[src/rtl/id_ex_register.sv]
// ID/EX pipeline register: captures decoded control, operands and specifiers at the end of ID.
// Stall holds the stage, flush or an invalid ID loads a bubble, and a saturating counter tracks bubbles.
module id_ex_register #(
    parameter int DATA_W = 32,
    parameter int REG_AW = 5,
    parameter int CNT_W  = 16
) (
    input  logic              clk,
    input  logic              reset,
    input  logic              stall,
    input  logic              flush,
    input  logic              id_valid,
    input  logic              id_RegWrite,
    input  logic              id_MemtoReg,
    input  logic              id_MemRead,
    input  logic              id_MemWrite,
    input  logic              id_ALUSrc,
    input  logic              id_RegDst,
    input  logic [1:0]        id_ALUOp,
    input  logic [5:0]        id_funct,
    input  logic [DATA_W-1:0] id_rd1,
    input  logic [DATA_W-1:0] id_rd2,
    input  logic [DATA_W-1:0] id_imm,
    input  logic [REG_AW-1:0] id_rs,
    input  logic [REG_AW-1:0] id_rt,
    input  logic [REG_AW-1:0] id_rd,
    output logic              ex_valid,
    output logic              ex_RegWrite,
    output logic              ex_MemtoReg,
    output logic              ex_MemRead,
    output logic              ex_MemWrite,
    output logic              ex_ALUSrc,
    output logic              ex_RegDst,
    output logic [1:0]        ex_ALUOp,
    output logic [5:0]        ex_funct,
    output logic [DATA_W-1:0] ex_rd1,
    output logic [DATA_W-1:0] ex_rd2,
    output logic [DATA_W-1:0] ex_imm,
    output logic [REG_AW-1:0] ex_rs,
    output logic [REG_AW-1:0] ex_rt,
    output logic [REG_AW-1:0] ex_rd,
    output logic [CNT_W-1:0]  bubble_count
);

    logic              r_valid;
    logic [5:0]        r_ctrl;
    logic [1:0]        r_aluop;
    logic [5:0]        r_funct;
    logic [DATA_W-1:0] r_rd1;
    logic [DATA_W-1:0] r_rd2;
    logic [DATA_W-1:0] r_imm;
    logic [REG_AW-1:0] r_rs;
    logic [REG_AW-1:0] r_rt;
    logic [REG_AW-1:0] r_rd;
    logic [CNT_W-1:0]  r_bubble_count;

    logic w_bubble;
    logic w_load;
    logic w_cnt_max;

    // Flush wins over stall; an idle ID stage on a normal advance is also a bubble.
    assign w_bubble  = flush | (~stall & ~id_valid);
    assign w_load    = ~flush & ~stall & id_valid;
    assign w_cnt_max = &r_bubble_count;

    always_ff @(posedge clk) begin
        if (reset || w_bubble) begin
            r_valid <= 1'b0;
            r_ctrl  <= '0;
            r_aluop <= 2'b00;
            r_funct <= '0;
            r_rd1   <= '0;
            r_rd2   <= '0;
            r_imm   <= '0;
            r_rs    <= '0;
            r_rt    <= '0;
            r_rd    <= '0;
        end else if (w_load) begin
            r_valid <= 1'b1;
            r_ctrl  <= {id_RegWrite, id_MemtoReg, id_MemRead, id_MemWrite, id_ALUSrc, id_RegDst};
            r_aluop <= id_ALUOp;
            r_funct <= id_funct;
            r_rd1   <= id_rd1;
            r_rd2   <= id_rd2;
            r_imm   <= id_imm;
            r_rs    <= id_rs;
            r_rt    <= id_rt;
            r_rd    <= id_rd;
        end
    end

    always_ff @(posedge clk) begin
        if (reset) begin
            r_bubble_count <= '0;
        end else if (w_bubble && !w_cnt_max) begin
            r_bubble_count <= r_bubble_count + {{(CNT_W-1){1'b0}}, 1'b1};
        end
    end

    assign ex_valid     = r_valid;
    assign ex_RegWrite  = r_ctrl[5];
    assign ex_MemtoReg  = r_ctrl[4];
    assign ex_MemRead   = r_ctrl[3];
    assign ex_MemWrite  = r_ctrl[2];
    assign ex_ALUSrc    = r_ctrl[1];
    assign ex_RegDst    = r_ctrl[0];
    assign ex_ALUOp     = r_aluop;
    assign ex_funct     = r_funct;
    assign ex_rd1       = r_rd1;
    assign ex_rd2       = r_rd2;
    assign ex_imm       = r_imm;
    assign ex_rs        = r_rs;
    assign ex_rt        = r_rt;
    assign ex_rd        = r_rd;
    assign bubble_count = r_bubble_count;

endmodule

[config.mk]
export PLATFORM = sky130hd
export DESIGN_NAME = id_ex_register
export DESIGN_NICKNAME = d
export VERILOG_FILES = /design/src/rtl/id_ex_register.sv
export SDC_FILE = /design/constraint.sdc
export NUM_CORES = 1
export LEC_CHECK = 0
export CAP_MARGIN = 20
export CORE_UTILIZATION = 35
export DETAILED_ROUTE_END_ITERATION = 6
export GPL_TIMING_DRIVEN = 0
export PLACE_DENSITY = 0.85
export SETUP_SLACK_MARGIN = 0.1
export SLEW_MARGIN = 20
export SYNTH_ARGS = -nofsm -noshare
export SYNTH_HDL_FRONTEND = slang
export SYNTH_SLANG_ARGS = --single-unit
[constraint.sdc]
create_clock -name clk -period 1.6 [get_ports clk]
set_clock_uncertainty 0.15 [all_clocks]
set_input_delay 0.24 -clock clk [delete_from_list [all_inputs] [get_ports clk]]
set_output_delay 0.24 -clock clk [all_outputs]
set_load 0.01 [all_outputs]
---- Word level (Yosys, flattened, before mapping) ----
Cells that the tools add are included.
storage, ports and cells
  register bits ........................... 142
  bits of input ports ..................... 130
  output and inout port bits .............. 142
cells by class
  add/sub/neg operators ................... 1
  bitwise logic cells ..................... 7
  reductions and logical operators ........ 4
operators with widths
  kind                   number
  $add 16x1->16 const B  1
  $reduce_and 16->1      1
  $and 1x1->1            3
  $not 1->1              3
  $logic_and 1x1->1      1
  $logic_not 1->1        1
  $logic_or 1x1->1       1
  $or 1x1->1             1

---- Depth between registers and ports, before layout ----
Gate-level depths: netlist (run 1).
  word-level depth ........................ 4
  mapped depth ............................ 6

---- Worst setup path before layout (run 1) ----
OpenSTA, ideal clock, no wires.
  path kind ............................... reg2reg
  from .................................... register r_bubble_count[0] (netlist: bubble_count[0])
  to ...................................... register r_bubble_count[4] (netlist: bubble_count[4])
  setup time .............................. 132 ps
  data arrival time ....................... 1,534 ps
  data required time ...................... 1,318 ps
  slack ................................... -216 ps
  stages on the path, launching flop included .. 7
  path buffers ............................ 1
  clock period less this slack ............ 1,816 ps
  cell sequence ........................... dfxtp_1 -> ha_1 -> nand4_1 -> nor4_1 -> buf_2 -> or3_1 -> a21oi_1
on the way
  longest elaborated chain between the ends .. 3
  elaborated cells between the ends (all ways) .. 4
ends and longest elaborated chain
  what                                                                   RTL line  text
  start, declared                                                        55        logic [CNT_W-1:0] r_bubble_count;
  start signal, assigned                                                 96        r_bubble_count <= r_bubble_count + {{(CNT_W-1){1'b0}}, 1'b1};
  parallel branches: the longest is 3 deep, another holds $add 16x1->16  --
Parallel ways; which one is timed is not known.
A chain may end at the register's enable or synchronous reset.

---- Worst setup path after layout (run 1) ----
  from .................................... register r_bubble_count[0] (netlist: bubble_count[0])
  to ...................................... register r_bubble_count[11] (netlist: bubble_count[11])
The elaborated chain is that of the path after synthesis.

==> reports/summary.log, run 1 <==
[status] run status finished with violations
[status] failing checks setup timing
[timing] Hold Violations, Final 0
[floorplanning] count of pins on the block boundary 272
[clocking] cts-stage hold buffer count 0
[setup_path] terminus of the critical flop-to-flop path bubble_count[11]
[setup_path] setup slack, reg-to-reg -160 ps
[synthesis] synthesized flop and latch total 142
[synthesis] post-synthesis average cell area 7.900 sq um
[final_layout] NumNets Final 1103
[routing] vias after detailed routing 5759
[place] post-DP HPWL 12480 um
[final_layout] utilization after layout 65.18%
[synthesis] Distinct cells, synth 34
[timing] final number of max-transition violations 0
[floorplanning] effective utilization at floorplan 36.43%
[clocking] clock-pin slew on the worst setup and hold paths 60 ps
[clocking] count of H-tree levels built during CTS 4
[timing] final cycle utilization of the critical path 109.8%
[global_routing] total congestion overflow after global routing 0
[timing] f_max 569.0 MHz
[synthesis] number of synthesized flops with an enable pin 0
[synthesis] Post-synth ARST share 0%
[clocking] Clock Tree Buf Depth 2
[setup_path] Setup Crit Path Kind reg -> reg
[place] weighted congestion reported at the end of routability-driven placement 0.7830
[routing] First DRT Iteration DRCs 244
[setup_path] worst path bufs/invs 2
[routing] WL per Instance 16.03 um
[global_routing] global routing usage summed across all routing layers 23.61%
[pwr] Peak VDD IR 0.7888 mV
[final_layout] number of inserted filler cells in the final layout 1161
[global_routing] vias in the first global route 5559
[synthesis] synthesized netlist cell count 650
[place] Port Buffers 271
[final_layout] multi-input gate area in the final layout 2301 sq um
[final_layout] area taken by flip-flops and latches 2895 sq um
[worst_hold_path] worst min-delay path class in -> reg
[synthesis] area share of the leading cell type in the synthesized netlist 55.36%
[setup_path] r2r startpoint bubble_count[0]
[timing] Setup violations, final 12
[global_routing] number of antenna violations at the first check in global routing 0
[final_layout] share of final-layout standard cells stronger than drive strength 1 15.74%
[routing] number of optimization iterations in the first detailed-route pass 5
[clocking] Clk Latency, worst-skew pair 420 ps
[job] max capacitance violation total 0
[setup_path] required arrival time at the worst endpoint 1760 ps
[clocking] Clock Sink Count 142
[setup_path] type of element capturing the critical path flop
[setup_path] cell with the largest stage delay on the worst path sky130_fd_sc_hd__dfxtp_4
[timing] worst max-slew margin expressed relative to the limit 66.54%
[timing] Final min period 1758 ps
[setup_path] type of element launching the critical path flop
[synthesis] post-synthesis net count 781
[synthesis] cell type with the highest aggregate area in the netlist sky130_fd_sc_hd__dfxtp_1
[pwr] pwr/cell area 931.6 nW/um^2
[floorplanning] Die Width 123.1 um
[routing] Total Routed Length 18680 um
[synthesis] flip-flop cell with the highest count after synthesis sky130_fd_sc_hd__dfxtp_1
[synthesis] post-synth design cell area 5135 sq um
[synthesis] top area cells in the synthesized netlist sky130_fd_sc_hd__dfxtp_1, sky130_fd_sc_hd__nand2_1, sky130_fd_sc_hd__a21oi_1, sky130_fd_sc_hd__clkbuf_1, sky130_fd_sc_hd__nor4_1
[setup_path] cells along the critical path buf_4 > nand3_1 > buf_6 > nor4_2 > mux2_2
[final_layout] synthesis-to-finish area growth 78.92%
[pwr] overall power after layout 8.559 mW
[timing] unrepaired setup endpoints after global routing true
[floorplanning] Die Y-Extent 123.1 um
[clocking] TritonCTS clock tree done
[setup_path] arrival time of data at the critical path endpoint 1920 ps
[setup_path] depth of the worst register-to-register path 5
[timing] fin worst setup slack -157.5 ps
[floorplanning] area of the core region 14100 sq um
[clocking] Num CTS Buffers 17
[synthesis] sequential fraction of the synthesis area 55.36%
[worst_hold_path] Hold Crit Start id_rt[2]
[routing] drt drc 0
[global_routing] wire length of the first global-routing pass 27320 um
[setup_path] Max FO, Critical Path 10
[final_layout] number of antenna diodes 0
[clocking] CTS root buffer sky130_fd_sc_hd__clkbuf_16
[global_routing] maximum number of pins on one net before global-route repair 17
[timing] Worst Tran Pin Value 502.0 ps
[floorplanning] Site Rows 43
[timing] TNS Setup -1224 ps
[setup_path] CP delay by family, top simple AND/OR/NAND/NOR gates
[setup_path] maximum single-stage delay on the critical path 370 ps
[floorplanning] total die area 15160 sq um
[synthesis] YS warnings 0
[place] Placed Cells 1101
[worst_hold_path] hold-critical path endpoint ex_rt[2]
[final_layout] post-route insts no fill 1165
[routing] via density per instance 4.943
[routing] post-detailed-route count of antenna-violating nets 0
[worst_hold_path] number of cells on the worst hold path 3
[pwr] static leakage 3.888 nW
[layout by cell type, fill, tap and decap left out, types with 9 or more instances in the layout]
cell type,n
sky130_fd_sc_hd__a21oi_1,134
sky130_fd_sc_hd__buf_4,32
sky130_fd_sc_hd__buf_6,10
sky130_fd_sc_hd__clkbuf_1,9
sky130_fd_sc_hd__clkbuf_16,18
sky130_fd_sc_hd__clkbuf_2,16
sky130_fd_sc_hd__clkbuf_8,9
sky130_fd_sc_hd__clkdlybuf4s50_1,126
sky130_fd_sc_hd__dfxtp_1,126
sky130_fd_sc_hd__dfxtp_4,13
sky130_fd_sc_hd__dlygate4sd2_1,131
sky130_fd_sc_hd__nand2_1,254
[metrics by stage]
stage	cell area, sq um	worst slack, ps	hold WS, ps
3_5_place_dp	8213	-1176	296.2
3_3_place_gp	8213	-1118	290.2
4_1_cts	8967	-73.93	201.7
6_report	9188	-157.5	214.9
2_1_floorplan	5275	-82.15	226.0
5_1_grt	9188	-201.6	207.9
[flip-flops by register name (all words and copies together) (netlist names)]
name	flops
ex_imm	32
ex_rd1	32
ex_rd2	32
bubble_count	16
ex_funct	6
r_ctrl	6
ex_rd	5
ex_rs	5
ex_rt	5
ex_ALUOp	2
ex_valid	1
[how the worst max path moves through the flow]
| stage | from | to | slack, ps | depth (start not counted) |
|---|---|---|---|---|
| 2_1_floorplan | bubble_count[11] | bubble_count[15] | -80 | 5 |
| 3_3_place_gp | stall | ex_rd1[24] | -1120 | 6 |
| 3_5_place_dp | stall | ex_rd1[28] | -1180 | 6 |
| 6_report | bubble_count[0] | bubble_count[11] | -160 | 5 |
| 4_1_cts | bubble_count[0] | bubble_count[3] | -70 | 6 |
| 5_1_grt | bubble_count[0] | bubble_count[11] | -200 | 5 |
[cell usage after synthesis (2+ instances only)]
master                     instances
sky130_fd_sc_hd__a211oi_1          2
sky130_fd_sc_hd__a21oi_1         134
sky130_fd_sc_hd__buf_1             7
sky130_fd_sc_hd__buf_2             7
sky130_fd_sc_hd__clkbuf_1         33
sky130_fd_sc_hd__dfxtp_1         142
sky130_fd_sc_hd__inv_1             4
sky130_fd_sc_hd__mux2_2            2
sky130_fd_sc_hd__nand2_1         254
sky130_fd_sc_hd__nand2b_1          3
sky130_fd_sc_hd__nand3_1           6
sky130_fd_sc_hd__nand4_1           4
sky130_fd_sc_hd__nand4_2           2
sky130_fd_sc_hd__nor2_1            7
sky130_fd_sc_hd__nor2b_1           2
sky130_fd_sc_hd__nor3_1            3
sky130_fd_sc_hd__nor4_1            7
sky130_fd_sc_hd__o21ai_0           5
sky130_fd_sc_hd__o31ai_1           4
sky130_fd_sc_hd__or3_1             6
sky130_fd_sc_hd__or4_1             3
[where the power goes]
part           total, mW  leakage [nW]  switching [mW]  internal, mW
Clock               4.22         0.312            1.58          2.64
Sequential          3.58          1.16          0.0232          3.56
Combinational      0.763          2.42           0.324         0.439
Total               8.56          3.89            1.93          6.63
[cell families after synthesis]
kind of cell / Yosys count / share of synthesized area, %
AOI/OAI and AO/OA: 151 / 15.50
muxes: 3 / 0.6335
buffers and inverters: 51 / 3.899
adders and majority gates: 1 / 0.2436
and+or+nand+nor: 302 / 24.37
DFF: 142 / 55.36
[worst min-delay path, cell delays in order]
cell	delay (ps)
sky130_fd_sc_hd__clkdlybuf4s50_1	390
sky130_fd_sc_hd__nand2_1	50
sky130_fd_sc_hd__a21oi_1	50
[metal layers]
| metal | vias to the layer above | GRT usage (%) | part of all wire (%) |
|---|---|---|---|
| li1 | 2795 | - | - |
| met1 | 2646 | 23.90 | 36 |
| met2 | 277 | 42.56 | 51 |
| met3 | 41 | 9.594 | 10 |
| met4 | 0 | 10.02 | 2.8 |
| met5 | - | 0 | 0 |
[layout make-up]
| class | instances | area share (%) |
|---|---|---|
| Clock inverter | 12 | 1.675 |
| Tap cell | 180 | 2.451 |
| Inverter | 4 | 0.1634 |
| Buffer | 47 | 3.691 |
| Timing Repair Buffer | 303 | 30.26 |
| Sequential cell | 142 | 31.51 |
| Clock buffer | 20 | 5.202 |
| Multi-Input combinational cell | 457 | 25.04 |
[repair_timing]
| action | 4_1_cts | 5_1_grt |
|---|---|---|
| pin swaps | 12 | 14 |
| cloned | 2 | 0 |
| resized for setup | 217 | 50 |
| endpoints found under the setup margin | 283 | 105 |
| buffers inserted | 15 | 16 |
Power figures use the tool's default switching activity.
==> inputs of run 2 (changes only) <==
- CORE_ASPECT_RATIO: default -> 0.75
==> run 2 against run 1 <==
The run still ends with setup timing left. Cell area grew 0.78%. Global-route usage shrank 0.99 points. Via count is 2.2% lower. Worst hold slack better by 3.4 ps. Sequential power is essentially flat.
==> reports/summary.log, run 2 (same netlist as run 1, synthesis figures left out) <==
[timing] Final min period 1787 ps [+29.10 ps]
[floorplanning] total die area 15160 sq um [about the same]
[routing] post-detailed-route count of antenna-violating nets 0 [unchanged]
[timing] f_max 559.7 MHz [-1.6%]
[setup_path] Max FO, Critical Path 3 [-7]
[clocking] clock-pin slew on the worst setup and hold paths 60 ps [about the same]
[timing] TNS Setup -1476 ps [-251.8 ps]
[timing] final cycle utilization of the critical path 111.7% [+1.8 points]
[routing] Total Routed Length 17910 um [-4.1%]
[place] Place WS -953.3 ps [+222.9 ps]
[setup_path] arrival time of data at the critical path endpoint 1940 ps [+20 ps]
[place] post-DP HPWL 12240 um [-1.9%]
[setup_path] Setup Crit Path Kind reg -> reg
[floorplanning] effective utilization at floorplan 36.61% [+0.18 points]
[floorplanning] count of pins on the block boundary 272 [unchanged]
[clocking] Clk Latency, worst-skew pair 410 ps [about the same]
[timing] final number of max-transition violations 0 [unchanged]
[setup_path] type of element capturing the critical path flop
[place] Port Buffers 271 [unchanged]
[place] weighted congestion reported at the end of routability-driven placement 0.7954 [+1.6%]
[final_layout] post-route insts no fill 1180 [+1.3%]
[final_layout] number of antenna diodes 0 [unchanged]
[timing] worst max-slew margin expressed relative to the limit 55.97% [-11 points]
[final_layout] share of final-layout standard cells stronger than drive strength 1 16.45% [+0.71 points]
[clocking] Clock Sink Count 142 [unchanged]
[setup_path] cell type with the highest occurrence count on the critical path sky130_fd_sc_hd__buf_4
[clocking] CTS root buffer sky130_fd_sc_hd__clkbuf_16
[pwr] Peak VDD IR 0.6446 mV [-18%]
[clocking] count of H-tree levels built during CTS 4 [unchanged]
[place] Placed Cells 1116 [+1.4%]
[timing] fin worst setup slack -186.6 ps [-29.10 ps]
[setup_path] cell with the largest stage delay on the worst path sky130_fd_sc_hd__dfxtp_4
[routing] WL per Instance 15.18 um [-5.3%]
[pwr] overall power after layout 8.353 mW [-2.4%]
[place] Post-Place Cell Area 8232 sq um [+0.23%]
[timing] unrepaired setup endpoints after global routing true
[setup_path] maximum single-stage delay on the critical path 370 ps [about the same]
[status] failing checks setup timing
[final_layout] NumNets Final 1105 [+0.18%]
[timing] Setup violations, final 13 [+1]
[setup_path] cells along the critical path ha_4 > nand4_1 > buf_4 > buf_4 > o211ai_1 > nor4_2 > mux2_2
[setup_path] type of element launching the critical path flop
[floorplanning] Die Y-Extent 106.9 um [-13%]
[clocking] Clock Tree Buf Depth 2 [unchanged]
[clocking] cts-stage hold buffer count 0 [unchanged]
[final_layout] most frequent cells in the layout sky130_fd_sc_hd__nand2_1, sky130_fd_sc_hd__dlygate4sd2_1, sky130_fd_sc_hd__a21oi_1, sky130_fd_sc_hd__dfxtp_1, sky130_fd_sc_hd__clkdlybuf4s50_1
[clocking] Num CTS Buffers 17 [unchanged]
[global_routing] wire length of the first global-routing pass 26690 um [-2.3%]
[routing] First DRT Iteration DRCs 322 [+32%]
[final_layout] synthesis-to-finish area growth 80.31%
[job] max capacitance violation total 0 [unchanged]
[routing] via density per instance 4.773 [-3.4%]
[floorplanning] Site Rows 37 [-14%]
[clocking] TritonCTS clock tree done
[pwr] pwr/cell area 902.2 nW/um^2 [-3.2%]
[final_layout] most common cell after layout, fill and taps aside sky130_fd_sc_hd__nand2_1
[worst_hold_path] worst min-delay path class in -> reg
[pwr] static leakage 3.849 nW [-0.99%]
[status] run status finished with violations
[timing] Worst Tran Pin Value 660.4 ps [+158.5 ps]
[global_routing] vias in the first global route 5432 [-2.3%]
[global_routing] global routing usage summed across all routing layers 22.63% [-0.99 points]
[routing] drt drc 0 [unchanged]
[floorplanning] Die Width 141.9 um [+15%]
[floorplanning] area of the core region 14030 sq um [-0.49%]
[setup_path] required arrival time at the worst endpoint 1750 ps [about the same]
[final_layout] Layout Cell Area excl Fill 9259 sq um [+0.78%]
[routing] number of optimization iterations in the first detailed-route pass 4 [-1]
[routing] vias after detailed routing 5632 [-2.2%]
[global_routing] number of antenna violations at the first check in global routing 0 [unchanged]
[global_routing] total congestion overflow after global routing 0 [unchanged]
[global_routing] maximum number of pins on one net before global-route repair 17 [unchanged]
[timing] Hold Violations, Final 0 [unchanged]
[run 2: cell types whose count changed in the layout (fill, tap and decap cells not counted), moves of 3 or more]
| cell | change |
|---|---|
| sky130_fd_sc_hd__a21oi_1 | -5 |
| sky130_fd_sc_hd__a21oi_2 | +5 |
| sky130_fd_sc_hd__clkbuf_8 | -5 |
| sky130_fd_sc_hd__buf_6 | -4 |
| sky130_fd_sc_hd__clkbuf_1 | +4 |
| sky130_fd_sc_hd__or3_1 | -3 |
| sky130_fd_sc_hd__or3_4 | +3 |
[run 2: per-layer routing]
layer  global-route usage [%]  share of wire (%)
met4                    6.144                2.6
met3                    9.692                9.0
met2                    39.66                 49
met5                        0                  0
met1                    25.00                 39
[run 2: through the flow]
step | hold WS, ps | utilization [%]
2_1_floorplan | 226.0 | -
3_3_place_gp | 290.6 | 58.68
3_5_place_dp | 295.3 | 58.68
4_1_cts | 208.3 | 63.81
5_1_grt | 203.9 | 66.01
6_report | 218.4 | 66.01
[run 2: final cells by class]
type | count | area (sq um)
multi-input cells | 457 | 2377
fillers | 1222 | 4768
plain buffers | 47 | 307.8
clock inverters | 12 | 163.9
repair buffers | 305 | 2826
flip-flops and latches | 142 | 2895
clock buffers | 18 | 429.2
inverters | 4 | 15.01
well taps | 195 | 244.0
[run 2: power breakdown]
| part | switching [mW] | internal, mW | total, mW |
|---|---|---|---|
| logic | 0.318 | 0.434 | 0.753 |
| clock network | 1.56 | 2.46 | 4.02 |
| registers | 0.0234 | 3.56 | 3.58 |
| total | 1.90 | 6.45 | 8.35 |
[run 2: path summary, 6_finish.rpt]
path,start,end,slack [ps],cells past startpoint
min reg2reg,ex_rd1[27],ex_rd1[27],300,2
max,bubble_count[0],bubble_count[11],-190,7
min,id_imm[16],ex_imm[16],220,3
max reg2reg,bubble_count[0],bubble_count[11],-190,7
[run 2: repair_timing]
| action | in CTS | in global routing |
|---|---|---|
| endpoints found under the setup margin | 284 | 134 |
| pin swaps | 17 | 17 |
| gates resized for setup | 200 | 74 |
| endpoints found under the hold margin | 0 | 0 |
| setup buffers | 19 | 15 |
| gates cloned | 1 | 2 |
[run 2: critical path: cells and delay by family, from the launching register on]
| kind | cells | cell delay (ps) |
|---|---|---|
| AOI/OAI and AO/OA | 1 | 250 |
| adders and majority gates | 1 | 150 |
| buffers and inverters | 2 | 290 |
| DFF | 1 | 370 |
| muxes | 1 | 270 |
| and+or+nand+nor | 2 | 200 |
